--- src/rtl/am_tx.sv ---
// am_tx: transmit-side alignment marker inserter for a multi-lane 64b/66b PCS.
// Every AM_PERIOD emitted slots, one slot on all lanes at once carries that
// lane's alignment marker; upstream is held off (ready_o low) during that slot.
// Optional build macro: AM_TX_BIP_EN -- when defined, a per-lane BIP
// accumulator fills the BIP3/BIP7 marker bytes; otherwise both are 8'h00.
module am_tx #(
  parameter int LANE_N    = 4,
  parameter int BLOCK_W   = 66,
  parameter int AM_PERIOD = 16384
) (
  input  logic                      clk,
  input  logic                      nreset,
  input  logic                      valid_i,
  input  logic [LANE_N*BLOCK_W-1:0] data_i,
  output logic                      ready_o,
  output logic                      valid_o,
  output logic [LANE_N*BLOCK_W-1:0] data_o,
  output logic                      marker_v_o
);

  localparam int               CNT_W    = (AM_PERIOD > 1) ? $clog2(AM_PERIOD) : 1;
  localparam logic [CNT_W-1:0] CNT_LAST = CNT_W'(AM_PERIOD - 1);

  logic [CNT_W-1:0]          cnt_q, cnt_d, cnt_nxt;
  logic                      valid_q, valid_d;
  logic                      marker_v_q, marker_v_d;
  logic [LANE_N*BLOCK_W-1:0] data_q, data_d;
  logic                      insert;

`ifdef AM_TX_BIP_EN
  logic [LANE_N-1:0][7:0]    acc_q, acc_d;
`endif

  // Fixed marker bytes per lane, packed as {M6,M5,M4,M2,M1,M0}.
  // Lanes beyond 3 have no defined marker and get zeros.
  function automatic logic [47:0] am_bytes(input int lane);
    logic [47:0] m;
    case (lane)
      0:       m = 48'hb8_89_6f_47_76_90;
      1:       m = 48'h19_3b_0f_e6_c4_f0;
      2:       m = 48'h64_9a_3a_9b_65_c5;
      3:       m = 48'hc2_86_5d_3d_79_a2;
      default: m = 48'h0;
    endcase
    return m;
  endfunction

  // Full marker block: sync header 10, then BIP7, M6..M4, BIP3, M2..M0.
  function automatic logic [BLOCK_W-1:0] am_block(input int lane,
                                                  input logic [7:0] bip3,
                                                  input logic [7:0] bip7);
    logic [47:0] m;
    m = am_bytes(lane);
    return BLOCK_W'({2'b10, bip7, m[47:24], bip3, m[23:0]});
  endfunction

`ifdef AM_TX_BIP_EN
  // Bit-interleaved parity contribution of one block: payload bit k of every
  // byte folds into bit k; the two sync-header bits fold into bits 3 and 4.
  function automatic logic [7:0] bip_f(input logic [BLOCK_W-1:0] b);
    logic [7:0] r;
    r = 8'h00;
    for (int k = 0; k < 8; k++) begin
      for (int m = 0; m < 8; m++) begin
        r[k] = r[k] ^ b[8*m + k];
      end
    end
    r[3] = r[3] ^ b[64];
    r[4] = r[4] ^ b[65];
    return r;
  endfunction
`endif

  assign insert     = (cnt_q == '0);
  assign ready_o    = ~insert;
  assign valid_o    = valid_q;
  assign marker_v_o = marker_v_q;
  assign data_o     = data_q;

  assign cnt_nxt = (cnt_q == CNT_LAST) ? '0 : cnt_q + CNT_W'(1);

  // Next-state: marker slot when the counter is at zero, else pass accepted data.
  always_comb begin
    cnt_d      = cnt_q;
    valid_d    = 1'b0;
    marker_v_d = 1'b0;
    data_d     = data_q;
`ifdef AM_TX_BIP_EN
    acc_d      = acc_q;
`endif
    if (insert) begin
      cnt_d      = cnt_nxt;
      valid_d    = 1'b1;
      marker_v_d = 1'b1;
      for (int i = 0; i < LANE_N; i++) begin
`ifdef AM_TX_BIP_EN
        // BIP3 is the parity of everything since the previous marker; the
        // accumulator restarts from this marker's own contribution.
        data_d[i*BLOCK_W +: BLOCK_W] = am_block(i, acc_q[i], ~acc_q[i]);
        acc_d[i] = bip_f(am_block(i, acc_q[i], ~acc_q[i]));
`else
        data_d[i*BLOCK_W +: BLOCK_W] = am_block(i, 8'h00, 8'h00);
`endif
      end
    end else if (valid_i) begin
      cnt_d   = cnt_nxt;
      valid_d = 1'b1;
      data_d  = data_i;
`ifdef AM_TX_BIP_EN
      for (int i = 0; i < LANE_N; i++) begin
        acc_d[i] = acc_q[i] ^ bip_f(data_i[i*BLOCK_W +: BLOCK_W]);
      end
`endif
    end
  end

  // State and output registers; reset drops outputs immediately.
  always_ff @(posedge clk or negedge nreset) begin
    if (!nreset) begin
      cnt_q      <= '0;
      valid_q    <= 1'b0;
      marker_v_q <= 1'b0;
      data_q     <= '0;
`ifdef AM_TX_BIP_EN
      acc_q      <= '0;
`endif
    end else begin
      cnt_q      <= cnt_d;
      valid_q    <= valid_d;
      marker_v_q <= marker_v_d;
      data_q     <= data_d;
`ifdef AM_TX_BIP_EN
      acc_q      <= acc_d;
`endif
    end
  end

endmodule

--- config.mk ---
export PLATFORM = sky130hd
export DESIGN_NAME = am_tx
export DESIGN_NICKNAME = d
export VERILOG_FILES = /design/src/rtl/am_tx.sv
export SDC_FILE = /design/constraint.sdc
export NUM_CORES = 1
export LEC_CHECK = 0
export BUFFER_PORTS_ARGS = -buffer_cell sky130_fd_sc_hd__buf_2
export CAP_MARGIN = 20
export CORE_AREA = 2 2 210 212
export CTS_CLUSTER_DIAMETER = 100
export DETAILED_ROUTE_END_ITERATION = 10
export DIE_AREA = 0 0 212 214
export GPL_TIMING_DRIVEN = 0
export HOLD_SLACK_MARGIN = 0.12
export SYNTH_ARGS = -nofsm -noshare
export SYNTH_HDL_FRONTEND = slang
export SYNTH_SLANG_ARGS = --single-unit
--- constraint.sdc ---
create_clock -name clk -period 5.4 [get_ports clk]
set_clock_uncertainty 0.2 [all_clocks]
set_input_delay 0.54 -clock clk [delete_from_list [all_inputs] [get_ports clk]]
set_output_delay 0.54 -clock clk [all_outputs]
set_load 0.01 [all_outputs]
Word-level counts from Yosys, hierarchy flattened
Cells that the tools add are included.
{"block": "classes", "muxes": 8, "bitwise": 1, "addsub": 1, "reduce_logical": 2, "n_eq_ne": 1}
{"cell": "264-bit two-way mux", "count": 2}
{"cell": "14-bit two-way mux", "count": 3}
{"cell": "14-bit by 1-bit adder with 14-bit output, second input constant", "count": 1}
{"cell": "14-bit == test, second input constant", "count": 1}
{"cell": "14-bit zero test", "count": 1}
{"cell": "1-bit two-way mux", "count": 3}
{"cell": "2-bit nonzero test", "count": 1}
{"cell": "1-bit inverter", "count": 1}
{"block": "word_totals", "output_inout_bits": 267, "elab_cells": 17, "ff_bits": 280}

Depth between registers and ports, before layout
Gate-level depths: netlist (run 1).
{"block": "depth", "depth_word": 4, "ltp_mapped": 8, "mapped_depth_nobuf": 7}

Least setup slack after synthesis (run 1)
Ideal clock, no wire load.
{"block": "synth_path", "kind": "reg-to-output", "startpoint": "register cnt_q[0]", "endpoint": "output port ready_o", "setup_slack_ps": 3463, "arrival_ps": 1197, "required_time_ps": 4660, "stages_incl_launch_ff": 6, "path_cell_list": "dfrtp_1 inv_1 ha_1 nor2b_1 nand4_1 clkbuf_1"}
{"block": "synth_via", "elab_chain_len": 2}
{"element": "start: declaration", "line_no": "24", "text": "logic [CNT_W-1:0] cnt_q, cnt_d, cnt_nxt;"}
{"element": "start signal: assignment", "line_no": "128", "text": "cnt_q <= cnt_d;"}
{"element": "14-bit zero test", "line_no": "74", "text": "assign insert = (cnt_q == '0);"}
{"element": "1-bit inverter", "line_no": "75", "text": "assign ready_o = ~insert;"}
{"element": "end: declaration", "line_no": "15", "text": "output logic ready_o,"}
No other way between the ends.

Final worst setup path (run 1)
Same ends and word-level chain as after synthesis.

==> out/metrics.yaml, run 1 <==
status: "finished clean"
grt_max_degree: 115
synth_area_um2: 11400
tns_ns: 0
synth_edf_count: 0
cap_violations: 0
gp_congestion: 0.869
clk_latency_ns: 0.52
boundaryPins: 534
start_kind: "flip-flop"
syn_nets: 1204
timing.slew.headroom_pct: 45.4
p_int_mw: 5.26
grt_overflow_total: 0
drt_wl_total_um: 38400
cts_resized: 0
cts-root-buf: "clkbuf_16"
crit_type: "reg -> out"
portBuffers: 532
powerDensity_nw_per_um2: 426
wl_per_cell_um: 16.1
max_freq_mhz: 332
dp_hpwl_um: 26100
grt_pass1_vias: 11200
hold_class: "in -> reg"
grt_pass1_wl_um: 60100
viasPerCell: 4.29
synth_common_cells: "dfrtp_1 (280), mux2i_1 (264), nor2_1 (166)"
clock-sinks: 280
setup_violations: 0
die_x_um: 212
synthArstFlopShare_pct: 100
ys_warn_count: 0
place_area_um2: 14800
nets: 2038
period_share_pct: 55.8
ant_nets: 0
yosysSeqAreaShare_pct: 61.5
core_um2: 42900
fin_crit_ns: 3.01
crit_end: "ready_o"
leakage_nw: 9.80
num_rows: 76
diodes: 0
die_h_um: 214
clk_path_buf_depth: 3
synth.most_common_cell: "dfrtp_1"
synthTopCellsByArea: "dfrtp_1 (62%), mux2i_1 (23%), nor2_1 (5.5%)"
drive_gt1_share_pct: 35.5
initial_core_util_pct: 26.5
drcViolationCount: 0
hold_depth: 3
slew_viol_final: 0
synth_cells: 935
cts_setup_buffers: 0
reg2reg_to: "data_o[30]$_DFFE_PN0P_"
yosys.cell_types.count: 34
cp-startpoint: "cnt_q[0]$_DFFE_PN0P_"
synth_top_area_share_pct: 61.5
r2r_start: "cnt_q[5]$_DFFE_PN0P_"
cp-end-kind: "primary output"
ff2ff_path_depth: 6
hold_viol: 0
die_area_um2: 45400
worst_pin_slew_ns: 0.820
swShare_pct: 33.7
finalInstanceArea_um2: 18600
drtIter0Drc: 626
cp_max_fo: 10
crit_required_ns: 4.66
arrival_ns: 2.27
postSynthAreaPerCell_um2: 12.2
numCtsBuffers: 34
num_vias: 10200
cts_tree: "done"
p_total_mw: 7.93
pwr-share-seq_pct: 40.3
p_clk_share_pct: 29.1
grt.total_usage_pct: 16.8
irDropWorstVdd_uv: 199
hold_buffers: 264
r2r_slack_ns: 2.99
ys.flop_type: "dfrtp_1"
drt-pass1-iter-count: 5
htreeDepth: 2
rsz0062_at_grt: "false"
synth-seq-cells: 280
pwr-share-comb_pct: 30.6
path_clk_slew_ns: 0.06
p_sw_mw: 2.67
area_growth_pct: 63.6
yosys.area.top_type: "dfrtp_1"
grt_antenna_before_repair: 0
-- worst max-delay path: stages (launching register included) --
cell and delay, ns:
dfrtp_1 0.43, inv_1 0.07, ha_1 0.20, nor2b_1 0.13, nand4_1 0.20, clkbuf_1 0.46, buf_2 0.24
-- kinds of logic after synthesis --
family                     after synthesis  synth area share (%)
xor gates and xnor gates                 6                 0.462
DFF                                    280                  61.5
and+or+nand+nor                        300                  10.7
adders and majority gates                2                 0.220
buffers and inverters                   64                  2.71
AOI/OAI and AO/OA                       17                 0.967
muxes                                  266                  23.4
-- registers in the layout (all words and copies together) (netlist names) --
signal and flops:
data_o 264, cnt_q 14, valid_o 1, marker_v_o 1
-- through the flow --
stage	cells	setup slack, ns	hold WS (ns)	util (%)
finish	2380	2.39	0.163	43.4
global route	2380	2.14	0.143	43.4
CTS	2380	2.24	0.138	43.4
detailed placement	2054	2.84	0.279	34.6
global placement	2052	-1.73	0.274	34.5
floorplan	935	3.46	0.0444	-
-- metal layers --
metal | share of wire, % | global-route usage (%) | vias to the layer above | routed length (µm)
met2 | 50 | 29.4 | 355 | 19400
met5 | 0 | 0 | - | 0
li1 | - | - | 4803 | -
met1 | 40 | 19.3 | 4951 | 15500
met4 | 4.2 | 8.64 | 0 | 1620
met3 | 5.1 | 3.17 | 105 | 1940
-- cell usage in the layout, fill, tap and decap left out, types with 3 or more instances in the layout --
| cell type | netlist | routed |
|---|---|---|
| clkbuf_8 | 0 | 5 |
| clkinv_2 | 0 | 7 |
| nand4_1 | 3 | 3 |
| nor2_1 | 166 | 166 |
| nand3_1 | 6 | 6 |
| nor3_1 | 4 | 4 |
| dfrtp_1 | 280 | 280 |
| nor2b_1 | 3 | 3 |
| mux2i_1 | 264 | 264 |
| o21ai_0 | 4 | 4 |
| dlygate4sd3_1 | 0 | 264 |
| buf_2 | 43 | 574 |
| clkbuf_16 | 0 | 37 |
| xnor2_1 | 4 | 4 |
| clkbuf_1 | 14 | 24 |
| buf_4 | 4 | 4 |
| nor4_1 | 5 | 5 |
| nand2_1 | 106 | 106 |
-- worst min path at each step --
| stage | from | endpoint | slack [ns] |
|---|---|---|---|
| after detailed placement | data_o[149]$_DFFE_PN0P_ | data_o[149]$_DFFE_PN0P_ | 0.28 |
| final | data_i[128] | data_o[128]$_DFFE_PN0P_ | 0.16 |
| after global placement | data_o[83]$_DFFE_PN0P_ | data_o[83]$_DFFE_PN0P_ | 0.27 |
| after global routing | data_i[128] | data_o[128]$_DFFE_PN0P_ | 0.14 |
| after floorplan | nreset | cnt_q[0]$_DFFE_PN0P_ | 0.04 |
| after CTS | data_i[128] | data_o[128]$_DFFE_PN0P_ | 0.14 |
-- final cells by class --
class                      instances  area, µm²
sequential                       280       7010
multi-input combinational        591       4070
clock buffer                      52       1030
buffer                            61        298
clock inverter                    10        103
timing repair buffer             798       5370
tap                              585        732
fill                            3988      24300
inverter                           3       11.3
-- power by group through the flow --
stage | clock (mW) | sequential (mW) | combinational (mW)
floorplan | 0 | 3.51 | 0.786
global placement | 0 | 3.19 | 2.24
detailed placement | 0 | 3.19 | 2.29
CTS | 2.40 | 3.18 | 2.44
global route | 2.48 | 3.28 | 2.65
finish | 2.31 | 3.19 | 2.42
Power figures use the tool's default switching activity.
==> inputs of run 2 (changes only) <==
CORE_AREA = 2 2 206 208   (was 2 2 210 212)
DIE_AREA = 0 0 208 210   (was 0 0 212 214)
clock period = 2.57 ns   (was 5.4 ns; I/O delays follow)
==> run 2 against run 1 <==
  * Setup slack worse by 2.2 ns
  * Final cell count down 2.1%
  * Critical path type unchanged
  * Highest routed layer unchanged
  * Clock-buffer cell count down 4
  * Register-to-register slack worse by 2.7 ns
  * First-iteration DRC count down 40%
==> out/metrics.yaml, run 2 (same netlist as run 1, synthesis figures left out) <==
grt_pass1_vias: 10900  # -2.5%
numCtsBuffers: 31  # -8.8%
diodes: 0  # unchanged
irDropWorstVdd_uv: 508  # +160%
portBuffers: 532  # unchanged
fin_crit_ns: 2.42
boundaryPins: 534  # unchanged
drive_gt1_share_pct: 35.8  # +0.28 points
grt_pass1_wl_um: 59700  # -0.50%
core_um2: 41500  # -3.3%
crit_type: "reg -> out"
largest_reg_flops: 264  # unchanged
cap_violations: 0  # unchanged
clock-sinks: 280  # unchanged
final_common_cell: "buf_2"
ant_nets: 0  # unchanged
status: "finished clean"
clk_latency_ns: 0.56  # +0.04 ns
timing.slew.headroom_pct: 42.3  # -3.1 points
cp_max_fo: 10  # unchanged
max_freq_mhz: 413
die_area_um2: 43700  # -3.7%
initial_core_util_pct: 27.4  # +0.90 points
wl_per_cell_um: 16.3  # +0.82%
worst_pin_slew_ns: 0.866  # +0.0464 ns
num_vias: 10100  # -0.71%
start_kind: "flip-flop"
slew_viol_final: 0  # unchanged
hold_ws_ns: 0.241  # +0.0787 ns
cp-end-kind: "primary output"
cts_tree: "done"
multi_input_area_um2: 4080  # +0.31%
drt-pass1-iter-count: 5  # unchanged
layout_common_cells: "buf_2 (574), dfrtp_1 (278), dlygate4sd3_1 (267)"
viasPerCell: 4.35  # +1.4%
num_rows: 75  # -1.3%
grt_max_degree: 116  # +0.87%
cts_setup_buffers: 0  # unchanged
setup_violations: 0  # unchanged
place_inst: 2008  # -2.2%
drtIter0Drc: 376  # -40%
leakage_nw: 9.80  # about the same
period_share_pct: 94.2
seqCellArea_um2: 7010  # about the same
fin_cells: 2331  # -2.1%
drt_wl_total_um: 37900  # -1.3%
grt_antenna_before_repair: 1  # +1
drcViolationCount: 0  # unchanged
rsz0062_at_grt: "false"
clk_path_buf_depth: 3  # unchanged
crit_required_ns: 2.11  # -2.55 ns
arrival_ns: 1.96  # -0.31 ns
dp_hpwl_um: 26200  # +0.23%
die_x_um: 208  # -1.9%
cts-root-buf: "clkbuf_16"
die_h_um: 210  # -1.9%
powerDensity_nw_per_um2: 893  # +110%
htreeDepth: 1  # -1
grt_overflow_total: 0  # unchanged
hold_class: "in -> reg"
area_growth_pct: 63.1
fill_cells: 3741  # -6.2%
hold_viol: 0  # unchanged
path_clk_slew_ns: 0.06  # about the same
nets: 2038  # unchanged
grt.total_usage_pct: 16.8  # +0.087 points
gp_congestion: 0.845  # -2.8%
==> run 2: changes by cell type in the layout (fill, tap and decap cells not counted), sizes merged <==
cell         previous run  this run
bufinv                  2         4
clkinv                  7         4
buf                   581       582
clkbuf                 66        61
dlygate4sd3           264       267
clkinvlp                1         0
==> run 2: cell type report <==
cell class	instances	area share [%]
clock inverters	8	0.755
inverters	3	0.0606
well taps	539	3.63
repair buffers	801	29.1
multi-input cells	591	22.0
plain buffers	61	1.65
clock buffers	48	5.11
flip-flops and latches	280	37.7
==> run 2: worst max-delay path, stage by stage, from the launching register on <==
cell and delay (ns):
dfrtp_2 0.45, nor4_2 0.28, nand4_1 0.28, buf_6 0.24, buf_2 0.14
==> run 2: where the power goes <==
group / switching [mW] / internal (mW)
logic: 2.91 / 2.23
registers: 0.882 / 5.86
clock network: 1.80 / 2.91
total: 5.59 / 11.0
==> run 2: final timing paths <==
path	from	to	slack [ns]	cells past startpoint
setup / recovery	cnt_q[5]$_DFFE_PN0P_	ready_o	0.15	4
hold / removal	data_i[33]	data_o[33]$_DFFE_PN0P_	0.24	4
setup reg to reg	cnt_q[5]$_DFFE_PN0P_	data_o[121]$_DFFE_PN0P_	0.32	6
hold reg to reg	data_o[14]$_DFFE_PN0P_	data_o[14]$_DFFE_PN0P_	0.29	2
max in group asynchronous	nreset	data_o[136]$_DFFE_PN0P_	0.62	4
min in group asynchronous	nreset	data_o[196]$_DFFE_PN0P_	0.59	3
==> run 2: layer usage <==
metal	global-route usage (%)	part of all wire, %
met2	29.6	50
met5	0	0
met4	6.70	4.1
met1	20.2	40
met3	3.46	5.8
==> run 2: what timing repair did <==
action,4_1_cts,5_1_grt
resized for setup,1,10
pin swaps,1,1
endpoints found under the setup margin,1,8
hold buffers,267,0
endpoints found under the hold margin,553,0
==> run 2: through the flow <==
stage | total power, mW | setup TNS, ns | util [%] | area (µm²) | setup slack [ns]
floorplan | 9.02 | 0 | - | 11400 | 0.775
global placement | 11.4 | -1175.60 | 35.5 | 14700 | -4.25
detailed placement | 11.5 | 0 | 35.7 | 14800 | 0.135
CTS | 16.7 | 0 | 44.7 | 18600 | 0.00917
global route | 17.5 | 0 | 44.8 | 18600 | 0.00852
finish | 16.6 | 0 | 44.8 | 18600 | 0.150
==> inputs of run 3 (changes only) <==
CORE_AREA = 2 2 210 212   (was 2 2 206 208)
DIE_AREA = 0 0 212 214   (was 0 0 208 210)
PLACE_DENSITY = 0.57   (was unset)
clock period = 3.1 ns   (was 2.57 ns; I/O delays follow)
==> run 3 against run 2 <==
  * Total power decreased by 16%
  * Combinational power decreased by 18%
  * Clock power decreased by 12%
  * Setup slack improved by 0.29 ns
  * Critical path type unchanged
  * Largest cell class unchanged
  * Largest power group unchanged
  * Highest routed layer unchanged
==> out/metrics.yaml, run 3 (same netlist as run 1, synthesis figures left out) <==
status: "finished clean"
cap_violations: 0  # unchanged
r2r_start: "cnt_q[0]$_DFFE_PN0P_"
drt-pass1-iter-count: 5  # unchanged
leakage_nw: 9.83  # +0.30%
area_growth_pct: 64.2
irDropWorstVdd_uv: 411  # -19%
timing.slew.headroom_pct: 46.9  # +4.6 points
swShare_pct: 33.4  # -0.25 points
setup_violations: 0  # unchanged
clock-sinks: 280  # unchanged
drive_gt1_share_pct: 35.7  # -0.12 points
p_total_mw: 13.9  # -16%
crit_type: "reg -> out"
grt.total_usage_pct: 16.6  # -0.28 points
hold_buffers: 267  # unchanged
nets: 2041  # +0.15%
grt_antenna_before_repair: 0  # -1
grt_pass1_vias: 11200  # +2.6%
largest_reg_flops: 264  # unchanged
initial_core_util_pct: 26.5  # -0.90 points
numCtsBuffers: 34  # +9.7%
boundaryPins: 534  # unchanged
core_um2: 42900  # +3.4%
arrival_ns: 2.15  # +0.19 ns
hold_class: "in -> async"
slew_viol_final: 0  # unchanged
gp_congestion: 0.860  # +1.8%
cp-startpoint: "cnt_q[0]$_DFFE_PN0P_"
num_rows: 76  # +1.3%
cp-end-kind: "primary output"
powerDensity_nw_per_um2: 744  # -17%
ant_nets: 0  # unchanged
fin_crit_ns: 2.66
clk_latency_ns: 0.52  # -0.04 ns
clk_path_buf_depth: 3  # unchanged
pwr-share-seq_pct: 40.0  # -0.6 points
hold_ws_ns: 0.199  # -0.0427 ns
place_inst: 2054  # +2.3%
cts-root-buf: "clkbuf_16"
htreeDepth: 2  # +1
tns_ns: 0  # unchanged
dp_hpwl_um: 25900  # -0.83%
fin_cells: 2381  # +2.1%
multi_input_area_um2: 4070  # -0.31%
viasPerCell: 4.26  # -2.0%
grt_max_degree: 116  # unchanged
p_sw_mw: 4.65  # -17%
drcViolationCount: 0  # unchanged
crit_end: "ready_o"
seqCellArea_um2: 7010  # about the same
reg2reg_to: "data_o[140]$_DFFE_PN0P_"
cts_setup_buffers: 0  # unchanged
p_clk_share_pct: 29.7  # +1.3 points
fill_cells: 3985  # +6.5%
layout_common_cells: "buf_2 (574), dfrtp_1 (280), dlygate4sd3_1 (266)"
drt_wl_total_um: 38100  # +0.35%
period_share_pct: 85.8
cts_resized: 0  # -1
p_int_mw: 9.26  # -16%
hold_viol: 0  # unchanged
pwr-share-comb_pct: 30.3  # -0.7 points
worst_pin_slew_ns: 0.797  # -0.0691 ns
final_common_cell: "buf_2"
rsz0062_at_grt: "false"
path_clk_slew_ns: 0.06  # about the same
start_kind: "flip-flop"
num_vias: 10200  # +0.089%
ff2ff_path_depth: 7  # +1
die_area_um2: 45400  # +3.9%
max_freq_mhz: 376
cp_max_fo: 10  # unchanged
crit_required_ns: 2.59  # +0.48 ns
die_x_um: 212  # +1.9%
drtIter0Drc: 590  # +57%
die_h_um: 214  # +1.9%
portBuffers: 532  # unchanged
grt_overflow_total: 0  # unchanged
r2r_slack_ns: 0.71  # +0.39 ns
cts_tree: "done"
grt_pass1_wl_um: 59900  # +0.30%
utilization_pct: 43.6  # -1.2 points
wl_per_cell_um: 16.0  # -1.8%
## run 3: layout make-up
| cell class | count | area share [%] |
|---|---|---|
| buffer | 61 | 1.59 |
| clock buffer | 47 | 5.30 |
| multi-input combinational | 591 | 21.8 |
| inverter | 3 | 0.0602 |
| antenna | 1 | 0.0134 |
| clock inverter | 12 | 0.903 |
| tap | 585 | 3.91 |
| sequential | 280 | 37.5 |
| timing repair buffer | 801 | 29.0 |
## run 3: power groups by stage
stage	clock network [mW]	logic [mW]	registers, mW
6_report	4.13	4.22	5.56
5_1_grt	4.42	4.63	5.70
4_1_cts	4.27	4.25	5.54
3_5_place_dp	0	3.98	5.57
3_3_place_gp	0	3.91	5.56
2_1_floorplan	0	1.37	6.11
## run 3: layer usage
| metal | vias up | part of all wire [%] | global-route usage [%] |
|---|---|---|---|
| met1 | 4901 | 42 | 19.9 |
| met3 | 84 | 5.3 | 3.67 |
| met2 | 351 | 50 | 28.7 |
| li1 | 4814 | - | - |
| met5 | - | 0 | 0 |
| met4 | 0 | 3.4 | 6.43 |
## run 3: metrics by stage
stage               setup slack [ns]  instance area [µm²]
floorplan                       1.31                11400
global placement               -3.83                14800
detailed placement             0.694                14800
CTS                            0.398                18700
global route                   0.281                18700
finish                         0.441                18700
## run 3: how the worst min path moves through the flow
| stage | slack [ns] | from | end |
|---|---|---|---|
| final | 0.20 | nreset | marker_v_o$_DFF_PN0_ |
| after global routing | 0.21 | nreset | data_o[261]$_DFFE_PN0P_ |
| after global placement | 0.28 | data_o[4]$_DFFE_PN0P_ | data_o[4]$_DFFE_PN0P_ |
| after floorplan | -0.19 | nreset | cnt_q[0]$_DFFE_PN0P_ |
| after CTS | 0.17 | nreset | data_o[194]$_DFFE_PN0P_ |
| after detailed placement | 0.07 | nreset | data_o[194]$_DFFE_PN0P_ |
## run 3: critical path, stage by stage (launching register included)
cell and delay [ns]:
dfrtp_1 0.43, inv_1 0.07, ha_1 0.19, nor2b_1 0.13, nand4_1 0.20, clkbuf_1 0.38, buf_2 0.22
